## config.mk

```make
export PLATFORM = sky130hd
export DESIGN_NAME = header_dispatcher
export DESIGN_NICKNAME = d
export VERILOG_FILES = /design/src/rtl/header_dispatcher.sv
export SDC_FILE = /design/constraint.sdc
export NUM_CORES = 1
export LEC_CHECK = 0
export ABC_AREA = 1
export CORE_AREA = 2 2 347 349
export DETAILED_ROUTE_END_ITERATION = 16
export DIE_AREA = 0 0 349 351
export MAX_ROUTING_LAYER = met4
export SLEW_MARGIN = 10
export SYNTH_ARGS = -nofsm -noshare
export SYNTH_HDL_FRONTEND = slang
export SYNTH_SLANG_ARGS = --single-unit
```

## constraint.sdc

```tcl
create_clock -name sys_clk -period 24.4 [get_ports sys_clk]
set_input_delay 4.88 -clock sys_clk [delete_from_list [all_inputs] [get_ports sys_clk]]
set_output_delay 4.88 -clock sys_clk [all_outputs]
set_load 0.02 [all_outputs]
```

## src/rtl/header_dispatcher.sv

```systemverilog
// rtl/header_dispatcher.sv - node-0 job dispatcher: header broadcast to PEs and FOUND result collection
// Optional watchdog: define HDR_DISPATCH_TIMEOUT_EN (adds TIMEOUT parameter and WAIT-state counter).
module header_dispatcher #(
    parameter int NUM_PE       = 5,
    parameter int INIT_CREDITS = 8
`ifdef HDR_DISPATCH_TIMEOUT_EN
    ,parameter logic [31:0] TIMEOUT = 32'd100000000
`endif
) (
    input  logic         sys_clk,
    input  logic         reset,
    input  logic [639:0] header,
    input  logic         header_valid,
    output logic         header_ready,
    output logic [72:0]  putFlit,
    output logic         EN_putFlit,
    input  logic [2:0]   net_credit,
    input  logic [72:0]  getFlit,
    output logic         send_credit,
    output logic [2:0]   credit_in,
    output logic         found,
    output logic [31:0]  found_nonce,
    output logic [4:0]   found_pe,
    output logic [63:0]  found_cycles,
    output logic         busy,
    output logic         timeout
);

    typedef enum logic [1:0] {S_IDLE, S_SEND, S_WAIT, S_DONE} state_t;

    localparam logic [3:0] CRED_MAX = 4'(INIT_CREDITS);
    localparam logic [4:0] LAST_PE  = 5'(NUM_PE);

    state_t      state, state_nxt;
    logic [63:0] hdr_w [10];
    logic [3:0]  word;
    logic [4:0]  pe;
    logic [3:0]  credits;
    logic        job_start;
    logic        last_flit;
    logic        cred_ret;
    logic        wd_expire;

    logic        rx_valid, rx_tail;
    logic [63:0] rx_data;
    logic [1:0]  rx_idx;
    logic        rx_good;
    logic [31:0] nonce_q;
    logic        result_ok;
    logic [4:0]  pe_of_nonce;
    logic        unused_bits;

    assign last_flit = (pe == LAST_PE) && (word == 4'd9);
    assign cred_ret  = net_credit[2] && (net_credit[1:0] == 2'd0);

    always_ff @(posedge sys_clk) begin
        if (!reset) state <= S_IDLE;
        else        state <= state_nxt;
    end

    always_comb begin
        state_nxt    = state;
        header_ready = 1'b0;
        busy         = 1'b0;
        EN_putFlit   = 1'b0;
        job_start    = 1'b0;
        case (state)
            S_IDLE, S_DONE: begin
                header_ready = 1'b1;
                if (header_valid) begin
                    job_start = 1'b1;
                    state_nxt = S_SEND;
                end
            end
            S_SEND: begin
                busy       = 1'b1;
                EN_putFlit = (credits != 4'd0);
                if (EN_putFlit && last_flit) state_nxt = S_WAIT;
            end
            S_WAIT: begin
                busy = 1'b1;
                // found may already be set by a result that overtook the dispatch
                if (found || wd_expire) state_nxt = S_DONE;
            end
            default: state_nxt = S_IDLE;
        endcase
    end

    assign putFlit = EN_putFlit ? {1'b1, (word == 4'd9), pe, 2'b00, hdr_w[word]} : 73'd0;

    always_ff @(posedge sys_clk) begin
        if (job_start) begin
            for (int k = 0; k < 10; k++) hdr_w[k] <= header[64*k +: 64];
        end
    end

    always_ff @(posedge sys_clk) begin
        if (!reset) begin
            word <= 4'd0;
            pe   <= 5'd0;
        end else if (job_start) begin
            word <= 4'd0;
            pe   <= 5'd1;
        end else if (EN_putFlit) begin
            if (word == 4'd9) begin
                word <= 4'd0;
                pe   <= pe + 5'd1;
            end else begin
                word <= word + 4'd1;
            end
        end
    end

    always_ff @(posedge sys_clk) begin
        if (!reset)                                          credits <= CRED_MAX;
        else if (EN_putFlit && !cred_ret)                    credits <= credits - 4'd1;
        else if (!EN_putFlit && cred_ret && credits < CRED_MAX) credits <= credits + 4'd1;
    end

    assign rx_valid    = getFlit[72];
    assign rx_tail     = getFlit[71];
    assign rx_data     = getFlit[63:0];
    assign unused_bits = ^getFlit[70:66];
    assign result_ok   = rx_valid && rx_tail && (rx_idx == 2'd2) && rx_good;
    assign pe_of_nonce = 5'(nonce_q % 32'(NUM_PE)) + 5'd1;

    // Every ejected flit is returned as a credit, whether or not the packet is kept
    always_ff @(posedge sys_clk) begin
        if (!reset) begin
            send_credit <= 1'b0;
            credit_in   <= 3'd0;
            rx_idx      <= 2'd0;
            rx_good     <= 1'b0;
            nonce_q     <= 32'd0;
        end else begin
            send_credit <= rx_valid;
            credit_in   <= rx_valid ? {1'b1, getFlit[65:64]} : 3'd0;
            if (rx_valid) begin
                rx_idx <= rx_tail ? 2'd0 : rx_idx + 2'd1;
                if (rx_idx == 2'd0) rx_good <= (rx_data == 64'h1);
                if (rx_idx == 2'd1) nonce_q <= rx_data[31:0];
            end
        end
    end

    always_ff @(posedge sys_clk) begin
        if (!reset) begin
            found        <= 1'b0;
            found_nonce  <= 32'd0;
            found_pe     <= 5'd0;
            found_cycles <= 64'd0;
        end else if (job_start) begin
            found <= 1'b0;
        end else if (result_ok && !found) begin
            found        <= 1'b1;
            found_nonce  <= nonce_q;
            found_pe     <= pe_of_nonce;
            found_cycles <= rx_data;
        end
    end

`ifdef HDR_DISPATCH_TIMEOUT_EN
    logic [31:0] wd_cnt;

    assign wd_expire = (state == S_WAIT) && (wd_cnt == TIMEOUT - 32'd1);

    always_ff @(posedge sys_clk) begin
        if (!reset) begin
            wd_cnt  <= 32'd0;
            timeout <= 1'b0;
        end else begin
            wd_cnt <= (state == S_WAIT) ? wd_cnt + 32'd1 : 32'd0;
            if (job_start)               timeout <= 1'b0;
            else if (wd_expire && !found) timeout <= 1'b1;
        end
    end
`else
    assign wd_expire = 1'b0;
    assign timeout   = 1'b0;
`endif

endmodule
```

## After elaboration in Yosys (flattened, before gate mapping)

Memories as Yosys holds them, arrays and structs flattened. A register that Yosys moved wholly into a read port is not among the register bits.
Index checks and enable logic that the tools add are counted.

| operators by class | value |
|---|---|
| mux-type cells | 22 |
| order comparisons | 1 |
| div/mod/pow operators | 1 |
| equality and inequality tests | 11 |
| reduce and logical (&&, ||, !) cells | 30 |
| add/subtract/negate cells | 6 |
| bitwise logic cells | 2 |

Operators by type and width:

| kind | number |
|---|---|
| 73-bit 2-to-1 mux | 1 |
| 64-bit by 1-bit == test with 1-bit output (second input constant) | 1 |
| 32-bit by 3-bit remainder unit with 32-bit output (second input constant) | 1 |
| 4-bit 2-to-1 mux | 5 |
| 2-bit AND reduction | 6 |
| 5-bit by 1-bit adder with 5-bit output (second input constant) | 2 |
| 1-bit logical AND | 10 |
| 1-bit 2-to-1 mux | 10 |
| 4-bit by 1-bit adder with 4-bit output (second input constant) | 2 |
| 2-bit 2-to-1 mux | 4 |
| 2-bit == test (second input constant) | 3 |
| 2-bit logical NOT | 3 |
| 2-bit inequality test (second input constant) | 3 |
| 2-bit one-hot mux with 3 select lines | 1 |
| 2-bit nonzero test | 3 |
| 2-bit OR reduction | 3 |
| 5-bit by 3-bit == test with 1-bit output (second input constant) | 1 |
| 2-bit by 1-bit == test with 1-bit output (second input constant) | 2 |
| 4-bit == test (second input constant) | 1 |
| 4-bit < comparator (second input constant) | 1 |
| 4-bit nonzero test | 1 |
| 4-bit by 1-bit subtractor with 4-bit output (second input constant) | 1 |
| 1-bit logical NOT | 3 |
| 3-bit 2-to-1 mux | 1 |
| 3 further kinds | 4 |

| word-level totals | value |
|---|---|
| output and inout port bits | 183 |
| memory bits (writable) | 640 |
| memories kept | 1 |
| input port bits | 719 |
| word-level logic and storage cells | 89 |
| register bits after elaboration | 156 |

Memory list:

| name | words | bits a word | read ports | clocked after memory_dff | wr ports | line | text |
|---|---|---|---|---|---|---|---|
| hdr_w | 10 | 64 | 1 | 1 | 10 | 35 | `logic [63:0] hdr_w [10];` |

## Depth between registers and ports, before layout

| logic depth | value |
|---|---|
| depth after elaboration | 7 |
| gate-level depth with buffers | 155 |

## Least setup slack after synthesis

Ideal clock, no wire load.

| path | value |
|---|---|
| path kind | input to register |
| from | input port header_valid |
| to | register (tool-made name) |
| path slack | 5202 ps |
| stages on the path | 5 |
| path buffers | 0 |
| data arrival time | 19044 ps |
| required time | 24246 ps |
| library setup time | 154 ps |
| path through | nand2_1 -> inv_1 -> nor2_1 -> inv_1 -> o32ai_1 |

RTL lines:

| what | line | text |
|---|---|---|
| start, declared | 13 | `input logic header_valid,` |

## Worst setup path after layout

| path | value |
|---|---|
| from | register nonce_q[28] |
| to | register found_pe[4] |

| on the way | value |
|---|---|
| longest elaborated chain between the ends | 2 |

RTL lines:

| what | line | text |
|---|---|---|
| start, declared | 48 | `logic [31:0] nonce_q;` |
| start signal, assigned | 141 | `if (rx_idx == 2'd1) nonce_q <= rx_data[31:0];` |
| 32-bit by 3-bit remainder unit with 32-bit output | 125 | `assign pe_of_nonce = 5'(nonce_q % 32'(NUM_PE)) + 5'd1;` |
| 5-bit by 1-bit adder with 5-bit output | 125 |  |
| end signal, assigned | 157 | `found_pe <= pe_of_nonce;` |
| end, declared | 23 | `output logic [4:0] found_pe,` |

No other way between the ends.
A chain may end at the register's enable or synchronous reset.

==> out/results.env <==
RUN_STATUS='finished clean'
CLOCK_TREE.BUFFER_DEPTH=3
POSTSYNTH.TOPFLOPCELL='sky130_fd_sc_hd__edfxtp_1'
SYNTH_AREA_PER_CELL_SQ_UM=11.0
SYNTH_LARGEST_AREA_CELL='sky130_fd_sc_hd__edfxtp_1'
OVERFLOW=0
LAYOUT.CELLS.NON_FILLER=5629
RSZ0062_AT_GRT='false'
FF2FF_PATH_DEPTH=133
YS_FF_LATCH=799
SYN_AREA_SQ_UM=34000
WORST_HOLD_SLACK_PS=477
REMAINING_DRC_ERRORS=0
FINALNETCOUNT=4661
DRT_WL_TOTAL_UM=125000
CRITICAL_PATH_REQUIRED_PS=24920
POSTCTSRESIZEDCELLS=0
SYNTH_AREA_LEADERS='sky130_fd_sc_hd__edfxtp_1 (56%), sky130_fd_sc_hd__dfxtp_1 (9.4%), sky130_fd_sc_hd__o21ai_0 (6.8%)'
TIMING.HOLD.WORST.CLASS='reg2reg'
TOTAL_NUMBER_OF_PLACEMENT_ROWS=127
CLKSINKCOUNT=799
HEADROOM_TO_THE_MAX_SLEW_LIMIT=0.228
PORT-BUFFER-COUNT=893
R2R-START='nonce_q[28]'
MOST_COMMON_LIBRARY_CELL_IN_THE_LAYOUT_IGNORING_FILL_AND_TAPS='sky130_fd_sc_hd__clkdlybuf4s50_1'
COMBINED_AREA_OF_THE_MULTI_INPUT_LOGIC_CELLS_SQ_UM=9660
CRITICAL_PATH.MAX_STAGE_DELAY_PS=410
CLOCK_BUFFERS_CREATED_BY_TRITONCTS=90
GRT_ANTENNA_BEFORE_REPAIR=107
CTSHOLDBUFFERS=0
SYNTH-EDFF-COUNT=640
FP.DIEH_UM=351
DETAILEDROUTE.FIRSTPASSITERATIONCOUNT=5
LAYOUT-AREA-OVERHEAD-VS-SYNTH_PCT=39.7
POST-CTS-SETUP-BUFFER-COUNT=0
POST_SYNTHESIS_CELL_COUNT=3082
CRITICAL_PATH_PEAK_FANOUT=7
YOSYSSEQAREASHARE=0.658
DRT-INITIAL-DRC-COUNT=2011
WORSTPATHBUFFERINVERTERCOUNT=19
WORSTSETUPPATHTYPE='reg2reg'
SETUP_TOTAL_NEGATIVE_SLACK_PS=0
VIAS=26222
CORE_AREA_SQ_UM=119000
GR-USAGE-ALL-LAYERS=0.202
STARTPOINT_TYPE='flop'
CTS_TREE='done'
TIMING_MAX_TRANSITION_VIOLATIONS_FINAL=0
CLK_LATENCY_PS=670
YS_WARN_COUNT=0
CP_SLOWEST_CELL='sky130_fd_sc_hd__dfxtp_1'
RRSETUPSLACK_PS=12040
POSTLAYOUTCOREUTIL=0.400
INITIAL_CORE_UTIL=0.286
WORST_PIN_SLEW_PS=1160
MAXCLOCKFREQUENCY_MHz=80.9
FILLERINSTANCES=11344
CRITPATHCAPTURETYPE='flop'
DPL.CELL_COUNT=5383
DETAILED_PLACEMENT_WIRELENGTH_ESTIMATE_UM=93900
REGISTER_AREA_SQ_UM=22400
LAYOUT-DRIVE-GT1-SHARE=0.0793
FIRST_GLOBAL_VIAS=25038
DIE_W_UM=349
HOLD_PATH_END='rx_good'
MAXCAPVIOLATIONS=0
SYNTHDOMINANTCELLAREASHARE=0.565
CPMOSTUSEDCELL='sky130_fd_sc_hd__nand2_2'
GRT_FIRST_PASS_WIRELENGTH_UM=173000
TIMING.HOLD.WORST_PATH_DEPTH=2
POST_DRT_VIA_CELL_RATIO=4.66
FINCLKSKEW_PS=50.7
GRT_MAX_DEGREE=191
IOS=902
WORST_MIN_PATH_START='rx_good'
ANT_NETS=0
SYNTH_ASYNC_SR_FLOP_SHARE=0
SETUP_VIOL=0
CTS.ROOT.BUFFER_CELL='sky130_fd_sc_hd__clkbuf_16'
GPL.FINAL_WEIGHTED_CONGESTION=0.889
FINALHOLDVIOLATIONS=0
ARRIVAL_PS=12890
ROUTE.DETAILED.WL_PER_INST_UM=22.3
ENDPOINT_OF_THE_WORST_SLACK_REG_TO_REG_TIMING_PATH='found_pe[4]'
YOSYS.CELL_TYPES.COUNT=49
FINAL_MIN_PERIOD_OVER_CLOCK_PERIOD=0.507
HTREE_NUM_LEVELS=3
CRIT_FAMILY='simple AND/OR/NAND/NOR gates'
FINAL_CELL_MIX='sky130_fd_sc_hd__clkdlybuf4s50_1 (892), sky130_fd_sc_hd__edfxtp_1 (640), sky130_fd_sc_hd__o21ai_0 (464)'
DIE_AREA_SQ_UM=122000
WORST_SETUP_HOLD_PATH_CLK_SLEW_PS=70
PERIOD_MINUS_WS_FINAL_PS=12360
-- cell usage after synthesis, types with 3 or more instances --
cell type and number:
sky130_fd_sc_hd__a211oi_1 3, sky130_fd_sc_hd__a21oi_1 343, sky130_fd_sc_hd__buf_1 24, sky130_fd_sc_hd__buf_4 8, sky130_fd_sc_hd__clkbuf_1 137, sky130_fd_sc_hd__dfxtp_1 159
sky130_fd_sc_hd__edfxtp_1 640, sky130_fd_sc_hd__ha_1 14, sky130_fd_sc_hd__inv_1 304, sky130_fd_sc_hd__inv_2 41, sky130_fd_sc_hd__mux2i_1 128, sky130_fd_sc_hd__nand2_1 290
sky130_fd_sc_hd__nand2_2 83, sky130_fd_sc_hd__nand2_4 6, sky130_fd_sc_hd__nand3_1 121, sky130_fd_sc_hd__nand3_2 19, sky130_fd_sc_hd__nand3_4 3, sky130_fd_sc_hd__nand3b_1 3
sky130_fd_sc_hd__nand4_1 17, sky130_fd_sc_hd__nor2_1 151, sky130_fd_sc_hd__nor4_1 18, sky130_fd_sc_hd__o211ai_1 67, sky130_fd_sc_hd__o21ai_0 464, sky130_fd_sc_hd__o21ai_1 6
sky130_fd_sc_hd__o21ai_2 3, sky130_fd_sc_hd__xor2_1 3
-- worst max-delay path by stage --
stage / slack [ps] / cells past startpoint / startpoint / end
3_5_place_dp: 12200 / 137 / nonce_q[28] / found_pe[4]
4_1_cts: 12080 / 139 / nonce_q[28] / found_pe[4]
2_1_floorplan: 5200 / 5 / header_valid / flop
3_3_place_gp: 12680 / 138 / nonce_q[30] / found_pe[4]
5_1_grt: 10390 / 138 / nonce_q[30] / found_pe[4]
6_report: 12040 / 133 / nonce_q[28] / found_pe[4]
-- metal layers --
layer	up-vias	track usage	part of all wire
met1	12340	0.226	0.39
met5	-	-	0
met4	0	0.0903	0.043
met2	1021	0.329	0.48
li1	12647	-	-
met3	214	0.0646	0.087
-- logic make-up (layout without fill, tap and decap cells) --
| family | after synthesis | after routing | synth area share |
|---|---|---|---|
| AOI/OAI and AO/OA | 897 | 897 | 0.139 |
| DFF | 799 | 799 | 0.658 |
| and+or+nand+nor | 721 | 721 | 0.100 |
| buffers and inverters | 517 | 1432 | 0.0581 |
| muxes | 128 | 128 | 0.0377 |
| adders and majority gates | 15 | 15 | 0.00574 |
| xor gates and xnor gates | 4 | 4 | 0.00103 |
| other | 1 | 85 | 0.000110 |
-- stage by stage --
| stage | area (sq um) | setup slack [ps] |
|---|---|---|
| floorplan | 34000 | 5200 |
| global placement | 44500 | 12680 |
| detailed placement | 44500 | 12200 |
| CTS | 47300 | 12080 |
| global route | 47500 | 10390 |
| finish | 47500 | 12040 |
-- flip-flops by register name, indices dropped and copies added, names as in the netlist, 4 cells and up, named ones only --
name	count
pe	5
found_nonce	32
found_pe	5
nonce_q	32
word	4
credits	4
found_cycles	64
hdr_w	640
-- final cells by class --
type,count,area share
Multi-Input combinational cell,1768,0.203
Clock inverter,41,0.00795
Sequential cell,799,0.471
Timing Repair Buffer,921,0.193
Clock buffer,123,0.0515
Inverter,347,0.0278
Tap cell,1548,0.0407
Antenna cell,82,0.00432
-- tightest hold or removal path, cell delays in order (launching register included) --
cell,delay [ps]
sky130_fd_sc_hd__dfxtp_1,310
sky130_fd_sc_hd__nand2_1,60
sky130_fd_sc_hd__a21oi_1,60
Power is not shown: default switching activity piles up to over one toggle a cycle in this logic, so the estimate is an artifact.
